[src/rtl/cmd_hdr_parser_if.sv]
// Bus bundle between the command-header parser and its host Rx / executor neighbours.
// master is the parser side; slave is the host/executor side.
interface cmd_hdr_parser_if;
  logic        i_rx_valid;
  logic [7:0]  i_rx_data;
  logic        o_rx_ready;
  logic        o_mreq_valid;
  logic        i_mreq_ready;
  logic [43:0] o_mreq;
  logic        o_data_valid;
  logic [7:0]  o_data;
  logic        i_data_ready;
  logic        o_err;

  modport master (
    input  i_rx_valid, i_rx_data, i_mreq_ready, i_data_ready,
    output o_rx_ready, o_mreq_valid, o_mreq, o_data_valid, o_data, o_err
  );

  modport slave (
    output i_rx_valid, i_rx_data, i_mreq_ready, i_data_ready,
    input  o_rx_ready, o_mreq_valid, o_mreq, o_data_valid, o_data, o_err
  );
endinterface

[src/rtl/cmd_hdr_parser.sv]
// Assembles a 6-byte command header into an MREQ word, then forwards the Rx
// stream to the executor as write payload until the MREQ is consumed.
module cmd_hdr_parser #(
  parameter int TIMEOUT_CYCLES = 65535,
  parameter int MREQ_NBIT      = 44
) (
  input logic               i_clk,
  input logic               i_rst_n,
  cmd_hdr_parser_if.master  bus
);

  localparam int                IDLE_W    = $clog2(TIMEOUT_CYCLES + 1);
  localparam logic [IDLE_W-1:0] IDLE_LAST = IDLE_W'(TIMEOUT_CYCLES - 1);

  typedef enum logic [1:0] {
    ST_OPCODE,
    ST_COUNT,
    ST_ADDR,
    ST_ISSUE
  } state_t;

  state_t            state_reg, state_next;
  logic              wr_reg, wr_next;
  logic              aincr_reg, aincr_next;
  logic [1:0]        wsize_reg, wsize_next;
  logic [7:0]        wcount_reg, wcount_next;
  logic [31:0]       addr_reg, addr_next;
  logic [1:0]        ctr_reg, ctr_next;
  logic [IDLE_W-1:0] idle_reg, idle_next;
  logic              err_reg, err_next;

  logic                 rx_ready;
  logic                 rx_ack;
  logic [MREQ_NBIT-1:0] mreq_word;

  // In ISSUE the executor's ready is passed straight back to the host.
  assign rx_ready = (state_reg == ST_ISSUE) ? bus.i_data_ready : 1'b1;
  assign rx_ack   = bus.i_rx_valid & rx_ready;

  assign mreq_word = {wr_reg, aincr_reg, wsize_reg, wcount_reg, addr_reg};

  assign bus.o_rx_ready   = rx_ready & i_rst_n;
  assign bus.o_mreq_valid = (state_reg == ST_ISSUE);
  assign bus.o_mreq       = mreq_word;
  assign bus.o_data_valid = (state_reg == ST_ISSUE) & bus.i_rx_valid;
  assign bus.o_data       = (state_reg == ST_ISSUE) ? bus.i_rx_data : 8'h00;
  assign bus.o_err        = err_reg;

  always_ff @(posedge i_clk or negedge i_rst_n) begin
    if (!i_rst_n) begin
      state_reg  <= ST_OPCODE;
      wr_reg     <= 1'b0;
      aincr_reg  <= 1'b0;
      wsize_reg  <= 2'b00;
      wcount_reg <= 8'h00;
      addr_reg   <= 32'h0;
      ctr_reg    <= 2'b00;
      idle_reg   <= '0;
      err_reg    <= 1'b0;
    end else begin
      state_reg  <= state_next;
      wr_reg     <= wr_next;
      aincr_reg  <= aincr_next;
      wsize_reg  <= wsize_next;
      wcount_reg <= wcount_next;
      addr_reg   <= addr_next;
      ctr_reg    <= ctr_next;
      idle_reg   <= idle_next;
      err_reg    <= err_next;
    end
  end

  always_comb begin
    state_next  = state_reg;
    wr_next     = wr_reg;
    aincr_next  = aincr_reg;
    wsize_next  = wsize_reg;
    wcount_next = wcount_reg;
    addr_next   = addr_reg;
    ctr_next    = ctr_reg;
    idle_next   = '0;
    err_next    = 1'b0;

    case (state_reg)
      ST_OPCODE: begin
        if (rx_ack) begin
          if (bus.i_rx_data[3:0] == 4'hA) begin
            wr_next    = bus.i_rx_data[7];
            aincr_next = bus.i_rx_data[6];
            wsize_next = bus.i_rx_data[5:4];
            state_next = ST_COUNT;
          end else begin
            err_next = 1'b1;
          end
        end
      end
      ST_COUNT: begin
        if (rx_ack) begin
          wcount_next = bus.i_rx_data;
          ctr_next    = 2'b00;
          state_next  = ST_ADDR;
        end else if (idle_reg == IDLE_LAST) begin
          err_next   = 1'b1;
          state_next = ST_OPCODE;
        end else begin
          idle_next = idle_reg + 1'b1;
        end
      end
      ST_ADDR: begin
        if (rx_ack) begin
          addr_next[{ctr_reg, 3'b000} +: 8] = bus.i_rx_data;
          ctr_next = ctr_reg + 2'd1;
          if (ctr_reg == 2'd3) state_next = ST_ISSUE;
        end else if (idle_reg == IDLE_LAST) begin
          err_next   = 1'b1;
          state_next = ST_OPCODE;
        end else begin
          idle_next = idle_reg + 1'b1;
        end
      end
      ST_ISSUE: begin
        // Bytes handshaked here belong to the executor, even in the release cycle.
        if (bus.i_mreq_ready) state_next = ST_OPCODE;
      end
      default: state_next = ST_OPCODE;
    endcase
  end

endmodule

[src/flat_wrapper.sv]
// flat-port wrapper written by rule: the top's interface ports become plain ports
module cmd_hdr_parser_flat 
#(
  parameter int TIMEOUT_CYCLES = 65535,
  parameter int MREQ_NBIT      = 44
)
  (i_clk, i_rst_n, bus_i_rx_valid, bus_i_rx_data, bus_i_mreq_ready, bus_i_data_ready, bus_o_rx_ready, bus_o_mreq_valid, bus_o_mreq, bus_o_data_valid, bus_o_data, bus_o_err);
  cmd_hdr_parser_if bus_i ();
  input logic i_clk;
  input logic i_rst_n;
  input wire logic [$bits(bus_i.i_rx_valid)-1:0] bus_i_rx_valid;
  input wire logic [$bits(bus_i.i_rx_data)-1:0] bus_i_rx_data;
  input wire logic [$bits(bus_i.i_mreq_ready)-1:0] bus_i_mreq_ready;
  input wire logic [$bits(bus_i.i_data_ready)-1:0] bus_i_data_ready;
  output wire logic [$bits(bus_i.o_rx_ready)-1:0] bus_o_rx_ready;
  output wire logic [$bits(bus_i.o_mreq_valid)-1:0] bus_o_mreq_valid;
  output wire logic [$bits(bus_i.o_mreq)-1:0] bus_o_mreq;
  output wire logic [$bits(bus_i.o_data_valid)-1:0] bus_o_data_valid;
  output wire logic [$bits(bus_i.o_data)-1:0] bus_o_data;
  output wire logic [$bits(bus_i.o_err)-1:0] bus_o_err;
  assign bus_i.i_rx_valid = bus_i_rx_valid;
  assign bus_i.i_rx_data = bus_i_rx_data;
  assign bus_i.i_mreq_ready = bus_i_mreq_ready;
  assign bus_i.i_data_ready = bus_i_data_ready;
  assign bus_o_rx_ready = bus_i.o_rx_ready;
  assign bus_o_mreq_valid = bus_i.o_mreq_valid;
  assign bus_o_mreq = bus_i.o_mreq;
  assign bus_o_data_valid = bus_i.o_data_valid;
  assign bus_o_data = bus_i.o_data;
  assign bus_o_err = bus_i.o_err;
  cmd_hdr_parser #(.TIMEOUT_CYCLES(TIMEOUT_CYCLES), .MREQ_NBIT(MREQ_NBIT)) u_core (.i_clk(i_clk), .i_rst_n(i_rst_n), .bus(bus_i));
endmodule
[config.mk]
export PLATFORM = sky130hd
export DESIGN_NAME = cmd_hdr_parser_flat
export DESIGN_NICKNAME = d
export VERILOG_FILES = /design/src/rtl/cmd_hdr_parser_if.sv /design/src/rtl/cmd_hdr_parser.sv /design/src/flat_wrapper.sv
export SDC_FILE = /design/constraint.sdc
export NUM_CORES = 1
export LEC_CHECK = 0
export ABC_AREA = 1
export CORE_UTILIZATION = 25
export DETAILED_ROUTE_END_ITERATION = 10
export DONT_BUFFER_PORTS = 1
export REMOVE_ABC_BUFFERS = 1
export SLEW_MARGIN = 20
export SYNTH_ARGS = -nofsm -noshare
export SYNTH_HDL_FRONTEND = slang
export SYNTH_SLANG_ARGS = --single-unit
[constraint.sdc]
create_clock -name i_clk -period 2 [get_ports i_clk]
set_clock_uncertainty 0.1 [all_clocks]
set_input_delay 0.4 -clock i_clk [delete_from_list [all_inputs] [get_ports i_clk]]
set_output_delay 0.4 -clock i_clk [all_outputs]
set_load 0.03 [all_outputs]
== After elaboration in Yosys (flattened, before gate mapping) ==
Cells that the tools add are included.

* Bits in registers: 65
* Logic and storage cells: 59
* Bits of input ports: 13

* Eq/ne operators: 12
* Shifts and indexed selects: 2
* Bitwise gates (word level): 3
* Reductions and logical operators: 8
* Mux-type cells: 22
* Add/sub/neg operators: 3

{| class="wikitable"
|+ Operator list
! operator !! number
|-
| $mux 16 || 3
|-
| $bwmux 32 || 1
|-
| $shift 8x7->32 const A || 1
|-
| $shiftx 8x7->32 || 1
|-
| $mux 2 || 9
|-
| $add 16x1->16 const B || 1
|-
| $eq 16x16->1 const B || 1
|-
| $mux 8 || 1
|-
| $ne 2x1->1 const B || 4
|-
| $pmux 2 s4 || 1
|-
| $neg 5->7 || 1
|-
| $eq 2x2->1 const B || 3
|-
| $reduce_and 3->1 || 2
|-
| $mux 1 || 5
|-
| $eq 4x4->1 const B || 1
|-
| $pmux 2 s2 || 1
|-
| $reduce_and 2->1 || 2
|-
| $reduce_and 4->1 || 1
|-
| $and 1x1->1 || 3
|-
| $ne 3x3->1 const B || 1
|-
| $add 2x1->2 const B || 1
|-
| $eq 2x1->1 const B || 1
|-
| $logic_not 2->1 || 1
|-
| $ne 2x2->1 const B || 1
|-
| other kinds (3) || 3
|}

== Depth between registers and ports, before layout ==
* Word-level depth: 5
* Depth in mapped cells: 11

== Least setup slack after synthesis ==
No wires, ideal clock.

* Path kind: register -> output
* From: register u_core.state_reg[0]
* To: output port bus_o_rx_ready
* Cell stages (with the launch flop): 4
* Data arrival time: 1.733 ns
* Buffers on the path: 1
* Path slack: -0.233 ns
* Path through: dfrtp_1 ha_1 clkbuf_1 a21boi_0

* Longest elaborated chain between the ends: 3

{| class="wikitable"
|+ Ends and longest elaborated chain
! what !! RTL line !! RTL
|-
| start, declared || cmd_hdr_parser.sv:22 || <nowiki>state_t state_reg, state_next;</nowiki>
|-
| start signal, assigned || cmd_hdr_parser.sv:61 || <nowiki>state_reg <= state_next;</nowiki>
|-
| $eq 2x2->1 || - ||
|-
| named net bus_o_mreq_valid || flat_wrapper.sv:16 || <nowiki>output wire logic [$bits(bus_i.o_mreq_valid)-1:0] bus_o_mreq_valid;</nowiki>
|-
| $mux 1 || cmd_hdr_parser.sv:37 || <nowiki>assign rx_ready = (state_reg == ST_ISSUE) ? bus.i_data_ready : 1'b1;</nowiki>
|-
| $and 1x1->1 || cmd_hdr_parser.sv:42 || <nowiki>assign bus.o_rx_ready = rx_ready & i_rst_n;</nowiki>
|-
| end, declared || flat_wrapper.sv:15 || <nowiki>output wire logic [$bits(bus_i.o_rx_ready)-1:0] bus_o_rx_ready;</nowiki>
|}

The timed path passes the listed nets, and every way through them passes these cells.

== Worst setup path after layout ==
* From: register u_core.state_reg[0]
* To: output port bus_o_rx_ready

* Longest elaborated chain between the ends: 3

{| class="wikitable"
|+ Ends and longest elaborated chain
! what !! RTL line
|-
| $eq 2x2->1 || cmd_hdr_parser.sv:37
|-
| $mux 1 || cmd_hdr_parser.sv:37
|-
| $and 1x1->1 || cmd_hdr_parser.sv:42
|}

Every way passes these cells.

==> flow_summary.toml <==
[worst_setup_path]
critPathCaptureType = "output pin"
path_cells = "ha_2 -> buf_6 -> a21boi_1 -> buf_4"
critPathLaunchType = "register"
cp.required_ns = 1.50
slowest_delay_ns = 0.41
worstPathArrival_ns = 1.41
critPathMaxFanout = 12
cp_slowest_cell = "dfrtp_1"
crit_type = "reg2out"

[placement]
dp_hpwl_um = 6158
placed_cell_area_um2 = 3568
gp_congestion = 0.8128
port_buffers = 0

[die]
row_count = 41
dieHeight_um = 117.9
core_region_area_um2 = 12880
start_util_pct = 26.09
die_w_um = 117.9
die_area_um2 = 13910
ioPinCount = 69

[worst_hold_path]
hp-class = "in2async"

[job]
cap_violations = 0

[timing]
slew_viol_final = 0
post-route-period-util_pct = 95.43
finalSetupViolations = 0
tightest_slew_ns = 0.4485
hold_violations = 65
rsz0062_at_grt = "false"
layout_min_cycle_time_ns = 1.909
slew_headroom_pct = 69.99
whs_ns = -0.3234
fmax_ghz = 0.5239

[synthesis]
async_flop_share_pct = 100.0
syn_area_per_cell_um2 = 8.357
ys_ff_latch = 65
synth_area_um2 = 3359
synthTopCellsByArea = "dfrtp_1 48%, nand2_1 10%, o21ai_0 6.6%, inv_1 5.3%, ha_1 4.8%"
synth_top_cell_by_area = "dfrtp_1"
yosysTopAreaCellShare_pct = 48.42
synth.distinct_cells = 31
synth_edf_count = 0
synthCells = 402
ys_seq_area_share_pct = 48.42
ys_warn_count = 0
synthFlopType = "dfrtp_1"

[clocking]
insertion_delay_ns = 0.33
root_buffer = "clkbuf_16"
clock_sinks = 65
path_clk_slew_ns = 0.06
cts_buffers = 9
clockBufferDepth = 2
cts_tree = "built"
cts_max_level = 3

[detailed_routing]
totalWireLength_um = 8641
ant_nets = 0
vias_per_cell = 4.539
drt_pre_antenna_iters = 4
drc = 0
post_drt_wl_per_cell_um = 14.70
num_vias = 2669
drtIter0Drc = 246

[power_and_ir_drop]
p_int_mw = 3.062
leakagePower_nw = 1.905
clkPwrFrac_pct = 28.6
ir_drop_mv = 0.5637
pwr-share-comb_pct = 27.7
seqPwrFrac_pct = 43.7
swShare_pct = 43.10
p_per_area_nw_per_um2 = 1387
p_sw_mw = 2.320

[final_layout]
drive_gt1_share_pct = 11.54
fin_util_pct = 30.13
fill_cells = 1338
diodes = 0
final_cell_mix = "91 x nand2_1, 65 x dfrtp_1, 47 x inv_1"
fin_area_um2 = 3880
final_common_cell = "nand2_1"
largest_register_ffs = 32
nets = 439
area_growth_pct = 15.49

[global_route]
grt_max_degree = 67
grt_pass1_vias = 2619
antenna_found_initial = 0
grt_overflow = 0
track_usage_pct = 13.11
grt_pass1_wl_um = 14260

[outcome]
status = "finished with violations"
violations = "hold timing"
-- final timing paths --
check	slack (ns)	startpoint	end	cells after the start
max	0.09	u_core.state_reg[0]$_DFFE_PN0P_	bus_o_rx_ready	4
min	-0.32	i_rst_n	u_core.bus.o_err$_DFF_PN0_	0
max reg2reg	0.14	u_core.state_reg[1]$_DFFE_PN0P_	u_core.state_reg[0]$_DFFE_PN0P_	9
min reg2reg	0.38	u_core.idle_reg[0]$_DFF_PN0_	u_core.idle_reg[0]$_DFF_PN0_	1
max in group asynchronous	1.96	i_rst_n	u_core.idle_reg[14]$_DFF_PN0_	0
min in group i_clk	0.10	bus_i_rx_data[7]	u_core.wr_reg$_DFFE_PN0P_	2
-- logic make-up (layout without fill, tap and decap cells) --
family	count (synthesis)	count (layout)	synth area share [%]
AO/OA/AOI/OAI	57	57	8.641
XOR/XNOR	5	5	1.304
flip-flops	65	65	48.42
buffers and inverters	59	73	7.337
adder cells (fa/ha/maj)	13	13	4.842
AND/OR/NAND/NOR	202	202	29.12
multiplexers	1	1	0.3352
-- through the flow --
stage	setup slack [ns]	TNS, ns	power, mW	std cells
after floorplan	-0.1352	-1.151	3.363	393
after CTS	0.01841	0	5.413	588
final	0.09133	0	5.382	588
after detailed placement	0.09759	0	3.821	572
after global routing	0.006197	0	5.723	588
after global placement	0.1893	0	3.773	572
-- cell type report --
class / count / area (µm²) / area share, %
well taps: 172 / 215.2 / 5.547
multi-input cells: 278 / 1491 / 38.44
clock buffers: 11 / 242.7 / 6.256
clock inverters: 3 / 42.54 / 1.096
repair buffers: 9 / 71.32 / 1.838
flip-flops and latches: 65 / 1627 / 41.92
inverters: 50 / 190.2 / 4.902
-- worst max-delay path: cells and delay by family (launching register included) --
kind | cells | cell delay (ns)
DFF | 1 | 0.41
adders and majority gates | 1 | 0.21
buffers and inverters | 2 | 0.32
AOI/OAI and AO/OA | 1 | 0.14
-- power groups by stage --
stage          sequential, mW  combinational, mW  clock, mW
2_1_floorplan            2.33               1.04          0
3_3_place_gp             2.38               1.39          0
3_5_place_dp             2.38               1.44          0
4_1_cts                  2.36               1.48       1.58
5_1_grt                  2.40               1.71       1.62
6_report                 2.35               1.49       1.54
-- Yosys cell counts, types with 3 or more instances --
master and count:
nand2_1 91, nor2_4 5, o21ai_0 44, inv_2 3, nor3_1 11, nand4_1 11, ha_1 13, inv_1 47
dfrtp_1 65, nand3_1 30, nor3b_1 4, a21oi_1 9, nor2_1 34, nand2_2 3, xnor2_1 3, buf_2 5
nor2_2 4
-- what timing repair did --
action / 4_1_cts / 5_1_grt
resized for setup: 1 / 5
buffers inserted: 2 / 0
hold endpoints to repair: 65 / 65
endpoints found under the setup margin: 1 / 14
-- per-layer routing --
metal | GRT usage [%] | vias to the layer above | part of all wire (%)
met3 | 5.281 | 7 | 7.4
met5 | 0 | - | 0
met2 | 20.51 | 61 | 47
met4 | 5.048 | 0 | 1.3
met1 | 16.02 | 1281 | 44
li1 | - | 1320 | -
No activity file was read; power rests on OpenSTA's default activity.
